<file path="config.mk">
export PLATFORM = sky130hd
export DESIGN_NAME = id_ex_stage
export DESIGN_NICKNAME = d
export VERILOG_FILES = /design/src/rtl/id_ex_stage.sv
export SDC_FILE = /design/constraint.sdc
export NUM_CORES = 1
export LEC_CHECK = 0
export ABC_AREA = 1
export CAP_MARGIN = 20
export CORE_AREA = 2 2 134 136
export CTS_CLUSTER_DIAMETER = 50
export DETAILED_ROUTE_END_ITERATION = 8
export DIE_AREA = 0 0 136 138
export PLACE_DENSITY = 0.73
export SYNTH_ARGS = -nofsm -noshare
export SYNTH_HDL_FRONTEND = slang
export SYNTH_SLANG_ARGS = --single-unit
export TNS_END_PERCENT = 100
</file>
<file path="constraint.sdc">
create_clock -name clk -period 15.3 [get_ports clk]
set_input_delay 4.59 -clock clk [delete_from_list [all_inputs] [get_ports clk]]
set_output_delay 4.59 -clock clk [all_outputs]
set_load 0.01 [all_outputs]
</file>
<file path="src/rtl/id_ex_stage.sv">
// ID/EX pipeline register with load-use and jump-register hazard detection.
// Optional stall-cycle counter is built when STALL_CNT_EN is defined.
module id_ex_stage #(
  parameter int DW = 32
) (
  input  logic          clk,
  input  logic          rst,
  input  logic [4:0]    Rs_id,
  input  logic [4:0]    Rt_id,
  input  logic [4:0]    Rd_id,
  input  logic [5:0]    op_id,
  input  logic          Jump_id,
  input  logic          RegWrite_id,
  input  logic          MemWrite_id,
  input  logic          MemRead_id,
  input  logic [DW-1:0] rdata1_id,
  input  logic [DW-1:0] rdata2_id,
  input  logic [DW-1:0] imm_id,
  input  logic [DW-1:0] pc4_id,
  input  logic [4:0]    Rd_mem,
  input  logic          MemRead_mem,
  input  logic          flush_ex,
  output logic          stall_o,
  output logic [4:0]    Rs_ex,
  output logic [4:0]    Rt_ex,
  output logic [4:0]    Rd_ex,
  output logic [5:0]    op_ex,
  output logic          RegWrite_ex,
  output logic          MemWrite_ex,
  output logic          MemRead_ex,
  output logic [DW-1:0] rdata1_ex,
  output logic [DW-1:0] rdata2_ex,
  output logic [DW-1:0] imm_ex,
  output logic [DW-1:0] pc4_ex,
  output logic [31:0]   stall_count
);

  logic uses_rt;
  logic jr_id;
  logic ex_load_rs;
  logic ex_load_rt;
  logic mem_load_rs;
  logic load_use;
  logic jr_hazard;
  logic bubble;

  assign uses_rt     = (op_id == 6'h00) || MemWrite_id || (op_id == 6'h04) || (op_id == 6'h05);
  assign jr_id       = Jump_id && (op_id == 6'h00);
  assign ex_load_rs  = MemRead_ex && (Rd_ex != 5'd0) && (Rd_ex == Rs_id);
  assign ex_load_rt  = MemRead_ex && (Rd_ex != 5'd0) && uses_rt && (Rd_ex == Rt_id);
  assign mem_load_rs = MemRead_mem && (Rd_mem != 5'd0) && (Rd_mem == Rs_id);

  assign load_use  = ex_load_rs || ex_load_rt;
  // jr resolves its target in ID, so a load still in MEM is also too late.
  assign jr_hazard = jr_id && (ex_load_rs || mem_load_rs);

  // Flush outranks stall so the PC is free to take the redirect.
  assign stall_o = (load_use || jr_hazard) && !flush_ex;
  assign bubble  = flush_ex || stall_o;

  // ID -> EX register boundary
  always_ff @(posedge clk or posedge rst) begin
    if (rst) begin
      {Rs_ex, Rt_ex, Rd_ex, op_ex}            <= '0;
      {RegWrite_ex, MemWrite_ex, MemRead_ex}  <= '0;
      {rdata1_ex, rdata2_ex, imm_ex, pc4_ex}  <= '0;
    end else if (bubble) begin
      {Rs_ex, Rt_ex, Rd_ex, op_ex}            <= '0;
      {RegWrite_ex, MemWrite_ex, MemRead_ex}  <= '0;
      {rdata1_ex, rdata2_ex, imm_ex, pc4_ex}  <= '0;
    end else begin
      Rs_ex       <= Rs_id;
      Rt_ex       <= Rt_id;
      Rd_ex       <= Rd_id;
      op_ex       <= op_id;
      RegWrite_ex <= RegWrite_id;
      MemWrite_ex <= MemWrite_id;
      MemRead_ex  <= MemRead_id;
      rdata1_ex   <= rdata1_id;
      rdata2_ex   <= rdata2_id;
      imm_ex      <= imm_id;
      pc4_ex      <= pc4_id;
    end
  end

`ifdef STALL_CNT_EN
  // Saturating stall-cycle counter
  always_ff @(posedge clk or posedge rst) begin
    if (rst) begin
      stall_count <= '0;
    end else if (stall_o && (stall_count != 32'hFFFF_FFFF)) begin
      stall_count <= stall_count + 32'd1;
    end
  end
`else
  assign stall_count = 32'd0;
`endif

endmodule

</file>
* After elaboration in Yosys (flattened, before gate mapping) *
Cells that the tools add are included.

operators by class
  equal/unequal tests = 5
  multiplexer cells = 11
  reductions and logical operators = 20

operator list
  cell                                                                    number
  32-bit two-way mux                                                      4
  5-bit equality test                                                     3
  5-bit two-way mux                                                       3
  6-bit by 3-bit equality test with 1-bit output (second input constant)  2
  5-bit nonzero test                                                      2
  1-bit logical AND                                                       9
  1-bit logical OR                                                        7
  6-bit logical NOT                                                       1
  6-bit two-way mux                                                       1
  1-bit two-way mux                                                       3
  1-bit logical NOT                                                       1

word-level totals
  flip-flop bits (word level) = 152
  bits of input ports = 162
  word-level logic and storage cells = 47

* Depth between registers and ports, before layout *
  depth after elaboration = 11
  gate-level depth with buffers = 11
  depth with buffers taken out = 10

* Worst setup path after synthesis *
No wires, ideal clock.

  path type = in2out
  start = input op_id[4]
  end = output stall_o
  arrival time = 5.283 ns
  path slack = 5.427 ns
  stages = 9
  buffers on the path = 0
  cells stage by stage = inv_1 -> nand2_1 -> nor2_1 -> nand2_1 -> nor2_1 -> nand3_1 -> nand3_1 -> nand2_1 -> inv_1

between the ends
  cells in the longest elaborated chain, start to end = 9

RTL lines
  item                             line    RTL
  start: declaration               11      input logic [5:0] op_id,
  6-bit logical NOT                47, 48
  1-bit logical OR (3 in series)   47      assign uses_rt = (op_id == 6'h00) || MemWrite_id || (op_id == 6'h04) || (op_id == 6'h05);
  1-bit logical AND (2 in series)  50      assign ex_load_rt = MemRead_ex && (Rd_ex != 5'd0) && uses_rt && (Rd_ex == Rt_id);
  1-bit logical OR                 53      assign load_use = ex_load_rs || ex_load_rt;
  1-bit logical OR *               58      assign stall_o = (load_use || jr_hazard) && !flush_ex;
  1-bit logical AND *              58
  end: declaration                 23      output logic stall_o,

Every way passes the cells marked *; elsewhere a longest branch is shown, timed or not.

* Final worst setup path *
  start = input op_id[2]
  end = output stall_o

The elaborated chain is that of the path after synthesis.

==> results.yml <==
timing:
  final.setup_skew_ns: 0.009600
  hold_viol_final: 0
  finalSetupTns_ns: 0
  setup_viol: 0
  worstMarginPinSlew_ns: 0.8679
  clock.fmax_mhz: 91.14
  setup_slack_ns: 4.328
  period_needed_ns: 10.97
  slew_headroom: 0.4214
  post-route-period-util: 0.7171
  rsz0062_at_grt: "false"
  maxSlewViolCount: 0
grt:
  grt_pass1_vias: 4462
  grt_use_total: 0.1646
  grt_start_max_net_pins: 100
  grt_pass1_wl_mm: 23.35
  grt_overflow_total: 0
  antenna_found_initial: 0
synthesis:
  synthCells: 584
  yosys_warnings: 0
  synth_top_area_share: 0.6708
  syn_avg_cell_area_um2: 9.710
  synth.top_cells.by_area: "dfrtp_1 67%, nor2_1 11%, inv_1 11%, buf_4 4.2%, nand2_1 2.4%"
  synth_area_leader_cell: "dfrtp_1"
  synth-seq-cells: 152
  yosysSeqAreaShare: 0.6708
  netlist_area_um2: 5670
  yosysUniqueCellTypes: 16
die:
  fp-row-count: 49
  start_util: 0.3234
  die_w_um: 136
  core-area_um2: 17530
  die_area_um2: 18770
  fp.dieH_um: 138
  ios: 347
setup_path:
  arrival_ns: 6.38
  worstRegToRegCells: 8
  cp-end-kind: "output port"
  start_kind: "input port"
  worstSetupPathType: "input port to output port"
  critPathMaxFanout: 2
  cp_data_required_time_ns: 10.71
power:
  p_int_mw: 0.7392
  p_leak_nw: 4.852
  combPwrFrac: 0.147
  p_switching_mw: 0.2455
  clockPowerShare: 0.417
  p_seq_frac: 0.437
  power.density_nw_per_um2: 104.2
  swShare: 0.2493
  vdd_drop_max_uv: 73.15
routing:
  first_iter_violations: 175
  drt-wirelength-per-cell_um: 13.35
  vias_per_cell: 3.900
  vias: 4462
  routed_wl_mm: 15.27
  antenna_left: 0
  post-route-drc-count: 0
  firstDrtPassIters: 4
finish:
  final_net_count: 1065
  drive_above_1_share: 0.04153
  multi_input_area_um2: 998.5
  syn_to_final_growth_pct: 66.73
  layout.cells.non_filler: 1144
  final_cell_area_um2: 9454
  seq_area_um2: 3804
  antenna-diode-count: 0
  fill_cells: 1578
clock_network:
  clockBufferDepth: 2
  ctsResizeCount: 0
  post_cts_buffers: 0
  cts_buffers: 17
  cts_num_sinks: 152
  cts-root-buf: "clkbuf_16"
  clkTransAtPathRegs_ns: 0.07
  clk_latency_ns: 0.42
  h-tree-depth: 4
  cts_tree: "done"
  cts_hold_buf: 0
placed_design:
  placed_cell_area_um2: 8860
  io_buffers: 314
  gp_congestion: 0.8770
  dpl.hpwl_mm: 11.42
  dp_slack_ns: 4.323
  dp.cells: 1112
status:
  run_status: "completed"
job:
  max_cap_violations: 0
min_path:
  hold_class: "flop to flop"
  hold_path_depth: 5
## cell type report
class,count,share of cell area
repair buffers,317,0.3362
multi-input cells,253,0.1056
flip-flops and latches,152,0.4023
clock inverters,13,0.01429
well taps,229,0.03031
clock buffers,18,0.04645
inverters,162,0.06485
## stage by stage
stage / hold slack, ns / power [mW] / utilization
finish: 1.137 / 0.9847 / 0.5392
global route: 1.231 / 1.029 / 0.5392
CTS: 1.497 / 0.9990 / 0.5380
detailed placement: 1.498 / 0.5836 / 0.5053
global placement: 1.453 / 0.5808 / 0.5053
floorplan: 1.048 / 0.4946 / -
## registers in the layout (all words and copies together) (netlist names)
register	cells
imm_ex	32
pc4_ex	32
rdata1_ex	32
rdata2_ex	32
op_ex	6
Rd_ex	5
Rs_ex	5
Rt_ex	5
MemRead_ex	1
MemWrite_ex	1
RegWrite_ex	1
## synthesized netlist by cell type
master   instances
nor2_1         168
inv_1          160
dfrtp_1        152
nand2_1         37
buf_4           32
buf_6            9
buf_2            7
nand3_1          6
o21ai_0          4
inv_2            2
xnor2_1          2
conb_1           1
nand4_1          1
nand4_4          1
o21ai_1          1
xor2_1           1
## final timing paths
path | start | to | slack (ns)
max | op_id[2] | stall_o | 4.33
min | MemRead_ex | pc4_ex[1] | 1.14
max reg2reg | Rd_ex[4] | pc4_ex[26] | 12.94
min reg2reg | MemRead_ex | pc4_ex[1] | 1.14
max in group asynchronous | rst | pc4_ex[6] | 9.32
min in group asynchronous | rst | Rs_ex[3] | 4.75
## cells in the final DEF, fill, tap and decap left out
cell type        Yosys  final
clkdlybuf4s50_1      0    314
nor2_1             168    168
inv_1              160    159
dfrtp_1            152    152
nand2_1             37     37
conb_1               1     32
clkbuf_16            0     17
nand3_1              6      6
inv_6                0      6
o21ai_0              4      4
clkinvlp_4           0      3
inv_8                0      3
inv_2                2      2
xnor2_1              2      2
buf_4               32      2
nand4_1              1      1
o21ai_1              1      1
xor2_1               1      1
nand4_4              1      1
clkinv_2             0      1
bufinv_16            0      1
clkbuf_8             0      1
buf_12               0      1
## power by group through the flow
stage          clock network [mW]  registers (mW)  logic [mW]
2_1_floorplan                   0           0.449      0.0454
3_3_place_gp                    0           0.437       0.144
3_5_place_dp                    0           0.438       0.146
4_1_cts                     0.422           0.430       0.146
5_1_grt                     0.439           0.432       0.158
6_report                    0.410           0.430       0.144
## layer usage
metal / track usage / vias up / share of wire
met5: 0 / - / 0
met4: 0.08059 / 0 / 0.034
met3: 0.06197 / 31 / 0.10
met2: 0.2875 / 231 / 0.50
met1: 0.1720 / 2017 / 0.37
li1: - / 2183 / -
## cell families after synthesis
group | share of synthesized area
AO/OA/AOI/OAI | 0.004412
flip-flops | 0.6708
buffers and inverters | 0.1737
XOR/XNOR | 0.004635
other | 0.0006613
AND/OR/NAND/NOR | 0.1459
## worst max-delay path: stages
cell and delay, ns:
clkdlybuf4s50_1 0.42, inv_1 0.08, nand2_1 0.06, nor2_1 0.08
nand2_1 0.09, nor2_1 0.11, nand3_1 0.17, nand3_1 0.14
nand2_1 0.07, inv_1 0.05, clkdlybuf4s50_1 0.52
Note: power is estimated with default switching activity, not from simulation.
